[config.mk]
export PLATFORM = sky130hd
export DESIGN_NAME = volume_attenuator
export DESIGN_NICKNAME = d
export VERILOG_FILES = /design/src/rtl/volume_attenuator.sv
export SDC_FILE = /design/constraint.sdc
export NUM_CORES = 1
export LEC_CHECK = 0
export ABC_AREA = 1
export BUFFER_PORTS_ARGS = -buffer_cell sky130_fd_sc_hd__buf_2
export CELL_PAD_IN_SITES_DETAIL_PLACEMENT = 0
export CELL_PAD_IN_SITES_GLOBAL_PLACEMENT = 1
export CORE_ASPECT_RATIO = 1.1
export CORE_MARGIN = 3
export CORE_UTILIZATION = 40
export DETAILED_ROUTE_END_ITERATION = 8
export GPL_TIMING_DRIVEN = 1
export PLACE_DENSITY = 0.9
export SLEW_MARGIN = 20
export SYNTH_ARGS = -nofsm -noshare
export SYNTH_HDL_FRONTEND = slang
export SYNTH_SLANG_ARGS = --single-unit
[constraint.sdc]
create_clock -name clk -period 6.8 [get_ports clk]
set_input_delay 0 -clock clk [delete_from_list [all_inputs] [get_ports clk]]
set_output_delay 0 -clock clk [all_outputs]
set_load 0.02 [all_outputs]
[src/rtl/volume_attenuator.sv]
// Arithmetic right-shift attenuator on a valid/ready sample stream.
// Attenuation ramps one 6 dB step per RAMP_SAMPLES accepted samples toward atten_target.
module volume_attenuator #(
   parameter int unsigned WIDTH        = 16,
   parameter int unsigned SHIFT_W      = 4,
   parameter int unsigned RAMP_SAMPLES = 64
) (
   input  logic               clk,
   input  logic               rst_n,
   input  logic [SHIFT_W-1:0] atten_target,
   input  logic               in_valid,
   output logic               in_ready,
   input  logic [WIDTH-1:0]   in_data,
   output logic               out_valid,
   input  logic               out_ready,
   output logic [WIDTH-1:0]   out_data,
   output logic [SHIFT_W-1:0] atten_cur,
   output logic               ramping
);

   localparam int unsigned       CNT_W    = (RAMP_SAMPLES > 1) ? $clog2(RAMP_SAMPLES) : 1;
   localparam logic [CNT_W-1:0] CNT_LAST = CNT_W'(RAMP_SAMPLES - 1);

   typedef enum logic {IDLE, STEP} state_t;

   state_t             state;
   logic               accept;
   logic               out_valid_q, out_valid_d;
   logic [WIDTH-1:0]   out_data_q, out_data_d;
   logic [SHIFT_W-1:0] atten_q, atten_d;
   logic [CNT_W-1:0]   cnt_q, cnt_d;

   assign in_ready  = !out_valid_q || out_ready;
   assign accept    = in_valid && in_ready;
   assign out_valid = out_valid_q;
   assign out_data  = out_data_q;
   assign atten_cur = atten_q;
   assign ramping   = (atten_q != atten_target);

   // The ramp state is fully determined by the live comparison, so a target that
   // lands on atten_cur mid-count drops back to IDLE in the same cycle.
   assign state = (atten_q == atten_target) ? IDLE : STEP;

   always_comb begin
      out_valid_d = out_valid_q;
      out_data_d  = out_data_q;
      if (accept) begin
         out_valid_d = 1'b1;
         out_data_d  = $signed(in_data) >>> atten_q;
      end else if (out_ready) begin
         out_valid_d = 1'b0;
      end
   end

   always_comb begin
      atten_d = atten_q;
      cnt_d   = cnt_q;
      case (state)
         IDLE: cnt_d = '0;
         STEP: begin
            if (accept) begin
               if (cnt_q == CNT_LAST) begin
                  cnt_d   = '0;
                  atten_d = (atten_target > atten_q) ? atten_q + 1'b1 : atten_q - 1'b1;
               end else begin
                  cnt_d = cnt_q + 1'b1;
               end
            end
         end
         default: cnt_d = '0;
      endcase
   end

   always_ff @(posedge clk or negedge rst_n) begin
      if (!rst_n) begin
         out_valid_q <= 1'b0;
         out_data_q  <= '0;
         atten_q     <= '1;
         cnt_q       <= '0;
      end else begin
         out_valid_q <= out_valid_d;
         out_data_q  <= out_data_d;
         atten_q     <= atten_d;
         cnt_q       <= cnt_d;
      end
   end

endmodule

==> reports/qor.yml, run 1 <==
run_status:
  status: "complete, no violations"
global_routing:
  grt_pass1_vias: 1865
  antenna_found_initial: 0
  grt_pass1_wl_um: 8200
  grt.overflow.total: 0
  grt_max_degree: 28
  track_usage_pct: 17.8
floorplan:
  io_pins: 47
  die_y_um: 79.5
  num_rows: 26
  start_util_pct: 42.0
  core_area_um2: 4680
  die_width_um: 72.8
  dieArea_um2: 5790
layout:
  synthToLayoutAreaGrowth_pct: 13.7
  layout-drive-gt1-share_pct: 22.5
  final_nets: 353
  antenna-diode-count: 0
  stdcell_count: 376
yosys:
  seq_area_frac_synth_pct: 34.6
  ys_types: 30
  yosysTopAreaCellShare_pct: 29.3
  synth_most_common_cell: "nand2_1"
  synth_common_cells: "98 x nand2_1, 49 x nand3_1, 23 x dfrtp_1"
  avgSynthCellArea_um2: 7.05
  yosys_warnings: 0
  async_reset_ff_share_pct: 100
  syn_area_um2: 1970
  synth_cells: 279
  synth_top_area_cell: "dfrtp_1"
  yosys-top-cells-area: "dfrtp_1 29%, nand2_1 19%, nand3_1 12%, dfstp_2 5.3%, ha_1 4.5%"
  synth_edf_count: 0
  synth_seq_cells: 27
  syn_nets: 311
  ys.flop_type: "dfrtp_1"
detailed_routing:
  drc_errors: 0
  num_vias: 1914
  drtIter0Drc: 161
  wl_um: 4950
  ant_nets: 0
  dr.pass1.iters: 5
  post_drt_wl_per_cell_um: 13.2
  via_per_inst: 5.09
clocking:
  numCtsBuffers: 3
  cts.root.buffer_cell: "clkbuf_8"
  cts_tree: "yes"
  clkTransAtPathRegs_ps: 100
  clk-insertion-delay-late_ps: 280
  clockBufferDepth: 2
  clock_sinks: 27
  htreeDepth: 1
timing:
  period_share_pct: 41.1
  setup_tns_ps: 0
  max_slew.worst_pin.slew_ps: 678
  setup_viol: 0
  final_max_slew_viol_count: 0
  max_freq_mhz: 358
  rsz0062_at_grt: "false"
  setup_slack_ps: 4010
  max-slew-margin-rel_pct: 54.8
  finalCriticalPeriod_ps: 2790
  hold_viol_final: 0
  clock_skew_ps: 8.50
placed_design:
  numPortBuffers: 46
  place_ws_ps: 4040
  globalplace.congestion: 0.874
  hpwl_um: 3770
  dp.cells: 370
worst_setup_path:
  slowest_stage: "dfstp_2"
  worst_setup_path_end_kind: "flop"
  crit_family: "simple AND/OR/NAND/NOR gates"
  path_common_cell: "nand2_1"
  worstPathRequired_ps: 7020
  crit_arrival_ps: 3010
  crit_chain: "inv_1 > ha_1 > nand2_1 > nand2_1 > nand2_1 > nand2_1 > nand2_1 > ha_1 > nand2_1 > nand2_1 > nor2_1 > inv_1 > nand2_1 > nand3_1 > nand2_1 > nand2_1"
  critPathLaunchType: "flop"
  worstPathMaxFanout: 20
  slowest_delay_ps: 720
  path_buf_inv: 2
  path_class: "flop to flop"
worst_hold_path:
  worstHoldPathType: "input port to flop"
power:
  ir_worst_vdd_mv: 0.155
  p_per_area_nw_per_um2: 216
  p_leak_nw: 1.16
run:
  drv_cap: 0
==> worst min-delay path, stage by stage <==
cell and delay, ps:
buf_2 140, nand2_1 70, nand2_1 50
==> cell type report <==
cell class	count	area (um^2)
sequential	27	681
tap	56	70.1
clock buffer	3	41.3
timing repair buffer	48	250
clock inverter	1	5.00
multi-input combinational	225	1120
fill	525	2450
inverter	16	67.6
==> power breakdown <==
| group | switching, W | total, W | leakage (nW) | internal [W] |
|---|---|---|---|---|
| clock network | 0.0000516 | 0.0000927 | 0.0255 | 0.0000411 |
| registers | 0.0000274 | 0.000219 | 0.316 | 0.000192 |
| logic | 0.000108 | 0.000171 | 0.819 | 0.0000629 |
| total | 0.000187 | 0.000483 | 1.16 | 0.000296 |
==> per-stage QoR <==
| stage | instance area [um^2] | total power, W | util, % | hold WS [ps] |
|---|---|---|---|---|
| after global placement | 2170 | 0.000389 | 46.3 | 42.6 |
| after floorplan | 1970 | 0.000341 | - | -296 |
| after detailed placement | 2170 | 0.000393 | 46.3 | 53.9 |
| after global routing | 2240 | 0.000521 | 47.7 | 36.4 |
| final | 2240 | 0.000483 | 47.7 | 10.4 |
| after CTS | 2240 | 0.000488 | 47.7 | 9.38 |
==> cell families (layout without fill, tap and decap cells) <==
kind of cell / count (synthesis) / after routing / synth area share [%]
AO/OA/AOI/OAI: 29 / 29 / 7.83
XOR/XNOR: 5 / 5 / 2.23
adder cells (fa/ha/maj): 8 / 8 / 5.47
buffers and inverters: 27 / 68 / 8.34
flip-flops: 27 / 27 / 34.6
AND/OR/NAND/NOR: 183 / 183 / 41.5
==> placed cells by master, fill, tap and decap left out <==
master,synthesis,final
o21ai_0,9,9
xor2_1,4,4
nor2_1,20,20
nand3b_1,1,1
fa_1,1,1
inv_2,2,2
clkbuf_8,0,3
a21oi_1,12,12
ha_1,7,7
dlygate4sd3_1,0,2
inv_8,1,1
nand3_1,49,49
nand4_1,1,1
dfstp_2,4,4
nand3_2,3,3
clkinv_2,0,1
o21ai_1,5,5
nor2_2,1,1
nand2_2,7,7
nand2_1,98,98
nand2_4,2,2
o211ai_1,2,2
buf_2,4,46
dfrtp_1,23,23
o21ai_2,1,1
inv_1,13,13
xnor2_1,1,1
nor2_4,1,1
==> flip-flops by register name, summed over array words and instances, names as in the netlist <==
register / flops
atten_cur: 4
cnt_q: 6
out_data: 16
out_valid: 1
==> layer usage <==
layer	global-route usage [%]	up-vias	wire length, um
li1	-	991	-
met1	21.4	875	2160
met2	31.3	42	2440
met3	4.66	6	292
met4	4.06	0	63
met5	0	-	0
==> worst paths after layout <==
check                             start           end  slack (ps)  depth (start not counted)
max                        atten_cur[1]  atten_cur[3]        4010                         16
min reg2reg                out_data[15]  out_data[15]         480                          2
min                         in_data[15]  out_data[15]          10                          3
min in group asynchronous         rst_n   out_data[4]         260                          2
max reg2reg                atten_cur[1]  atten_cur[3]        4010                         16
max in group asynchronous         rst_n   out_data[2]        6140                          2
==> repair_timing <==
item	CTS	global route
hold buffers	2	0
buffers inserted	0	0
setup endpoints to repair	0	0
gates resized for setup	0	0
hold endpoints to repair	24	0
(Power assumes the default switching activity.)
==> run 2, diff against run 1 <==
--- a/config.mk
+++ b/config.mk
@@ -11,10 +11,10 @@
 export CELL_PAD_IN_SITES_GLOBAL_PLACEMENT = 1
 export CORE_ASPECT_RATIO = 1.1
 export CORE_MARGIN = 3
-export CORE_UTILIZATION = 40
+export CORE_UTILIZATION = 34
 export DETAILED_ROUTE_END_ITERATION = 8
 export GPL_TIMING_DRIVEN = 1
-export PLACE_DENSITY = 0.9
+export PLACE_DENSITY = 0.82
 export SLEW_MARGIN = 20
 export SYNTH_ARGS = -nofsm -noshare
 export SYNTH_HDL_FRONTEND = slang
==> constraint.sdc (replaced) <==
create_clock -name clk -period 2.25 [get_ports clk]
set_input_delay 0 -clock clk [delete_from_list [all_inputs] [get_ports clk]]
set_output_delay 0 -clock clk [all_outputs]
set_load 0.02 [all_outputs]
==> run 2 against run 1 <==
Effect of this change:
- power grew to 3.1 times the previous value
- utilization decreased by 3.6 points
- register-to-register slack got worse by 3800 ps
- wire length increased by 2.0%
- largest power group unchanged
- highest routed layer unchanged
==> reports/qor.yml, run 2 (synthesis results as in run 1) <==
worst_hold_path:
  hold_depth: 3  # unchanged
  worstHoldPathType: "input port to flop"  # unchanged
  holdCritStartpoint: "in_valid"  # was in_data[15]
  min_to: "out_valid"  # was out_data[15]
power:
  p_leak_nw: 1.20  # was 1.16 nW
  ir_worst_vdd_mv: 0.287  # was 0.155 mV
  p_per_area_nw_per_um2: 618  # was 216 nW/um^2
  finalPower_w: 0.00150  # was 0.000483 W
floorplan:
  dieArea_um2: 6730  # was 5790 um^2
  die_width_um: 78.5  # was 72.8 um
  num_rows: 28  # was 26
  start_util_pct: 35.7  # was 42.0%
  io_pins: 47  # unchanged
  core_area_um2: 5500  # was 4680 um^2
  die_y_um: 85.7  # was 79.5 um
timing:
  clock_skew_ps: 1.30  # was 8.50 ps
  setup_tns_ps: 0  # unchanged
  holdWs_ps: 118  # was 10.4 ps
  max_slew.worst_pin.slew_ps: 636  # was 678 ps
  hold_viol_final: 0  # unchanged
  max_freq_mhz: 487  # was 358 MHz
  final_max_slew_viol_count: 0  # unchanged
  max-slew-margin-rel_pct: 57.6  # was 54.8%
  finalCriticalPeriod_ps: 2060  # was 2790 ps
  setup_viol: 0  # unchanged
  period_share_pct: 91.4  # was 41.1%
worst_setup_path:
  critPathLaunchType: "flop"  # unchanged
  worst_setup_path_end_kind: "flop"  # unchanged
  worstPathMaxFanout: 4  # was 20
  worstPathRequired_ps: 2470  # was 7020 ps
  path_class: "flop to flop"  # unchanged
  r2r_end: "atten_cur[3]"  # unchanged
  rr_startpoint: "atten_cur[3]"  # was atten_cur[1]
  crit_arrival_ps: 2270  # was 3010 ps
  reg2reg_depth: 16  # unchanged
  r2r_slack_ps: 190  # was 4010 ps
detailed_routing:
  dr.pass1.iters: 4  # was 5
  post_drt_wl_per_cell_um: 12.5  # was 13.2 um
  drc_errors: 0  # unchanged
  drtIter0Drc: 93  # was 161
  wl_um: 5050  # was 4950 um
  via_per_inst: 4.78  # was 5.09
  num_vias: 1930  # was 1,914
  ant_nets: 0  # unchanged
clocking:
  htreeDepth: 1  # unchanged
  clkTransAtPathRegs_ps: 90  # was 100 ps
  clk-insertion-delay-late_ps: 270  # was 280 ps
  numCtsBuffers: 3  # unchanged
  cts_tree: "yes"  # unchanged
  cts.root.buffer_cell: "clkbuf_8"  # unchanged
  clock_sinks: 27  # unchanged
  clockBufferDepth: 2  # unchanged
run:
  drv_cap: 0  # unchanged
global_routing:
  track_usage_pct: 16.0  # was 17.8%
  grt.overflow.total: 0  # unchanged
  grt_pass1_wl_um: 8820  # was 8200 um
  antenna_found_initial: 0  # unchanged
  grt_pass1_vias: 1919  # was 1,865
  grt_max_degree: 28  # unchanged
layout:
  largest_reg_flops: 16  # unchanged
  layout-drive-gt1-share_pct: 28.9  # was 22.5%
  layout_common_cells: "94 x nand2_1, 49 x nand3_1, 46 x buf_2, 23 x dfrtp_1, 18 x nor2_1"  # was 98 x nand2_1, 49 x nand3_1, 46 x buf_2, 23 x dfrtp_1, 20 x nor2_1
  synthToLayoutAreaGrowth_pct: 23.4  # was 13.7%
  antenna-diode-count: 0  # unchanged
  final_common_cell: "nand2_1"  # unchanged
  final_core_util_pct: 44.1  # was 47.7%
  stdcell_count: 404  # was 376
  final_nets: 362  # was 353
placed_design:
  globalplace.congestion: 0.780  # was 0.874
  dp.cells: 396  # was 370
  numPortBuffers: 46  # unchanged
  hpwl_um: 3850  # was 3770 um
run_status:
  status: "complete, no violations"  # unchanged
run 2: changes by cell type in the layout (fill, tap and decap cells not counted), moves of 2 or more:
| cell | delta |
|---|---|
| nor2_1 | -2 |
| nand2_1 | -4 |
| inv_1 | -3 |
| nor2_2 | +2 |
| ha_4 | +5 |
| inv_2 | +3 |
| nand2_2 | +3 |
| ha_1 | -5 |
| buf_4 | +8 |
run 2: worst max path at each step:
stage | end | slack [ps] | start | depth (start not counted)
floorplan | atten_cur[3] | -30 | atten_cur[2] | 16
global placement | atten_cur[3] | 170 | atten_cur[3] | 16
detailed placement | atten_cur[3] | 120 | atten_cur[3] | 16
CTS | atten_cur[3] | 100 | atten_cur[3] | 15
global route | atten_cur[3] | -20 | atten_cur[3] | 16
finish | atten_cur[3] | 190 | atten_cur[3] | 16
run 2: metal layers:
layer	track usage, %	routed length [um]	share of wire (%)	vias up
li1	-	-	-	1014
met1	21.3	2350	47	874
met2	27.9	2470	49	40
met3	3.15	214	4.2	2
met4	1.91	19	0.38	0
met5	0	0	0	-
run 2: per-stage QoR:
| step | setup slack (ps) | instance area (um^2) |
|---|---|---|
| floorplan | -31.1 | 2040 |
| global placement | 166 | 2320 |
| detailed placement | 124 | 2320 |
| CTS | 102 | 2390 |
| global route | -18.3 | 2430 |
| finish | 195 | 2430 |
run 2: where the power goes:
part	switching (W)	leakage (nW)	internal [W]	total, W
Combinational	0.000353	0.862	0.000215	0.000569
Sequential	0.0000664	0.316	0.000579	0.000645
Clock	0.000159	0.0217	0.000126	0.000285
run 2: critical path, cell delays in order, from the launching register on:
cell     delay, ps
dfstp_2        570
inv_2           50
ha_4           270
nand2_2         50
inv_2           60
nand2_1         60
nand2_2         80
nand2_4         90
ha_4           260
nand2_1         50
nand2_1         60
nor2_2         110
inv_1           60
nand2_2         60
nand3_1         60
nand2_1         60
nand2_1         40
run 2: area by class of cell:
cell class,count,area (um^2)
fillers,606,3070
multi-input cells,225,1210
flip-flops and latches,27,681
repair buffers,57,320
well taps,75,93.8
inverters,16,67.6
clock buffers,3,41.3
clock inverters,1,7.51
run 2: what timing repair did:
item                       in CTS  in global routing
buffers inserted                0                  1
setup endpoints to repair       0                  1
hold buffers                    3                  0
gates resized for setup         0                  6
hold endpoints to repair       25                  0
==> run 3, diff against run 2 <==
--- a/config.mk
+++ b/config.mk
@@ -11,10 +11,11 @@
 export CELL_PAD_IN_SITES_GLOBAL_PLACEMENT = 1
 export CORE_ASPECT_RATIO = 1.1
 export CORE_MARGIN = 3
-export CORE_UTILIZATION = 34
+export CORE_UTILIZATION = 35
+export CTS_BUF_LIST = sky130_fd_sc_hd__clkbuf_4
 export DETAILED_ROUTE_END_ITERATION = 8
 export GPL_TIMING_DRIVEN = 1
-export PLACE_DENSITY = 0.82
+export PLACE_DENSITY = 0.84
 export SLEW_MARGIN = 20
 export SYNTH_ARGS = -nofsm -noshare
 export SYNTH_HDL_FRONTEND = slang
==> run 3 against run 2 <==
Effect of this change:
- wire length decreased by 3.9%
- register-to-register slack worse by 20 ps
- global-route usage shrank 0.23 points
- non-clock buffer count increased by 1
- cell count is 0.25% higher
- via count hardly changed
- sequential cell count is the same
- clock skew increased by 2.4 ps
- maximum frequency decreased by 1.2%
- design area down 0.72%
- sequential share of layout area is 0.20 points higher
- largest cell class unchanged
- first-iteration DRC count up 14%
==> reports/qor.yml, run 3 (synthesis results as in run 1) <==
placed_design:
  dp.cells: 396  # unchanged
  placed_cell_area_um2: 2320  # unchanged
  hpwl_um: 3780  # was 3850 um
  globalplace.congestion: 0.772  # was 0.780
  numPortBuffers: 46  # unchanged
floorplan:
  core_area_um2: 5400  # was 5500 um^2
  io_pins: 47  # unchanged
  start_util_pct: 36.4  # was 35.7%
  die_y_um: 84.6  # was 85.7 um
  num_rows: 28  # unchanged
  die_width_um: 77.5  # was 78.5 um
  dieArea_um2: 6550  # was 6730 um^2
worst_setup_path:
  slowest_stage: "dfstp_2"  # unchanged
  reg2reg_depth: 16  # unchanged
  crit_chain: "inv_1 > ha_4 > nand2_2 > inv_2 > nand2_1 > nand2_2 > nand2_4 > ha_4 > nand2_1 > nor2_2 > nor2_2 > inv_1 > nand2_1 > nand3_1 > nand2_1 > nand2_1"  # was inv_2 > ha_4 > nand2_2 > inv_2 > nand2_1 > nand2_2 > nand2_4 > ha_4 > nand2_1 > nand2_1 > nor2_2 > inv_1 > nand2_2 > nand3_1 > nand2_1 > nand2_1
  crit_arrival_ps: 2370  # was 2270 ps
  worstPathRequired_ps: 2540  # was 2470 ps
  crit_family: "simple AND/OR/NAND/NOR gates"  # unchanged
  path_class: "flop to flop"  # unchanged
  path_common_cell: "nand2_1"  # unchanged
  cp_num_cells: 16  # unchanged
  slowest_delay_ps: 570  # about the same
  path_buf_inv: 3  # unchanged
  critPathLaunchType: "flop"  # unchanged
  worstPathMaxFanout: 4  # unchanged
  worst_setup_path_end_kind: "flop"  # unchanged
clocking:
  cts.root.buffer_cell: "clkbuf_4"  # was clkbuf_8
  htreeDepth: 1  # unchanged
  numCtsBuffers: 3  # unchanged
  clockBufferDepth: 2  # unchanged
  clock_sinks: 27  # unchanged
  clk-insertion-delay-late_ps: 340  # was 270 ps
  cts_tree: "yes"  # unchanged
  clkTransAtPathRegs_ps: 160  # was 90 ps
global_routing:
  antenna_found_initial: 0  # unchanged
  grt.overflow.total: 0  # unchanged
  track_usage_pct: 15.8  # was 16.0%
  grt_pass1_wl_um: 8600  # was 8820 um
  grt_pass1_vias: 1870  # was 1,919
  grt_max_degree: 28  # unchanged
power:
  p_int_w: 0.000861  # was 0.000920 W
  power.switching_w: 0.000573  # was 0.000579 W
  ir_worst_vdd_mv: 0.258  # was 0.287 mV
  sequentialPowerShare_pct: 44.9  # was 43.0%
  comb_power_share_pct: 39.5  # was 37.9%
  p_per_area_nw_per_um2: 595  # was 618 nW/um^2
  finalPower_w: 0.00143  # was 0.00150 W
  sw_frac_of_total_pct: 39.9  # was 38.6%
  power.share.clock_pct: 15.6  # was 19.0%
  p_leak_nw: 1.20  # about the same
layout:
  final_nets: 363  # was 362
  largest_reg_flops: 16  # unchanged
  final_common_cell: "nand2_1"  # unchanged
  synthToLayoutAreaGrowth_pct: 22.5  # was 23.4%
  layout_common_cells: "95 x nand2_1, 49 x nand3_1, 46 x buf_2, 23 x dfrtp_1, 18 x nor2_1"  # was 94 x nand2_1, 49 x nand3_1, 46 x buf_2, 23 x dfrtp_1, 18 x nor2_1
  stdcell_count: 405  # was 404
  layout-drive-gt1-share_pct: 28.2  # was 28.9%
  antenna-diode-count: 0  # unchanged
  final_core_util_pct: 44.6  # was 44.1%
  post-route-cell-area_um2: 2410  # was 2430 um^2
timing:
  max_freq_mhz: 481  # was 487 MHz
  max_slew.worst_pin.slew_ps: 601  # was 636 ps
  hold_viol_final: 0  # unchanged
  setup_viol: 0  # unchanged
  final_max_slew_viol_count: 0  # unchanged
  period_share_pct: 92.4  # was 91.4%
  finalCriticalPeriod_ps: 2080  # was 2060 ps
  setup_tns_ps: 0  # unchanged
  clock_skew_ps: 3.66  # was 1.30 ps
  max-slew-margin-rel_pct: 60.0  # was 57.6%
detailed_routing:
  post_drt_wl_per_cell_um: 12.0  # was 12.5 um
  via_per_inst: 4.77  # was 4.78
  wl_um: 4850  # was 5050 um
  dr.pass1.iters: 6  # was 4
  num_vias: 1931  # was 1,930
  drc_errors: 0  # unchanged
  ant_nets: 0  # unchanged
  drtIter0Drc: 106  # was 93
run_status:
  status: "complete, no violations"  # unchanged
worst_hold_path:
  worstHoldPathType: "input port to flop"  # unchanged
  hold_depth: 3  # unchanged
run:
  drv_cap: 0  # unchanged
==> run 3: tightest hold or removal path: stages <==
cell and delay, ps:
buf_2 80, nand2_2 180, nand2_1 110
==> run 3: power by group through the flow <==
| stage | Combinational (W) | Clock, W | Sequential, W |
|---|---|---|---|
| after global routing | 0.000646 | 0.000247 | 0.000657 |
| after global placement | 0.000560 | 0 | 0.000650 |
| after floorplan | 0.000327 | 0 | 0.000722 |
| final | 0.000566 | 0.000224 | 0.000643 |
| after CTS | 0.000570 | 0.000230 | 0.000644 |
| after detailed placement | 0.000564 | 0 | 0.000652 |
==> run 3: path summary, 6_finish.rpt <==
| kind | from | end | slack, ps |
|---|---|---|---|
| min in group asynchronous | rst_n | out_data[14] | 180 |
| max | atten_cur[3] | atten_cur[3] | 170 |
| max in group asynchronous | rst_n | out_data[2] | 1680 |
| min reg2reg | atten_cur[3] | atten_cur[3] | 480 |
| min | in_valid | out_valid | 60 |
| max reg2reg | atten_cur[3] | atten_cur[3] | 170 |
==> run 3: metrics by stage <==
step	hold WS (ps)	worst slack, ps
after detailed placement	47.8	97.6
after CTS	63.1	72.3
final	62.5	170
after global routing	94.7	-1.72
after floorplan	-296	-31.1
after global placement	42.7	168
==> run 3: area by class of cell <==
type / instances / area (um^2)
well taps: 75 / 93.8
flip-flops and latches: 27 / 681
fillers: 609 / 2990
inverters: 16 / 67.6
clock inverters: 1 / 7.51
multi-input cells: 225 / 1210
repair buffers: 58 / 328
clock buffers: 3 / 22.5
==> run 3: what timing repair did <==
action | CTS | global route
resized for setup | 0 | 3
setup buffers | 0 | 2
endpoints found under the hold margin | 25 | 0
hold buffers | 3 | 0
setup endpoints to repair | 0 | 1
==> run 3: per-layer routing <==
layer,global-route usage [%],up-vias,wire (um)
met3,2.04,6,151
met4,3.24,0,57
met5,0,-,0
li1,-,1010,-
met2,27.1,44,2350
met1,21.3,871,2290
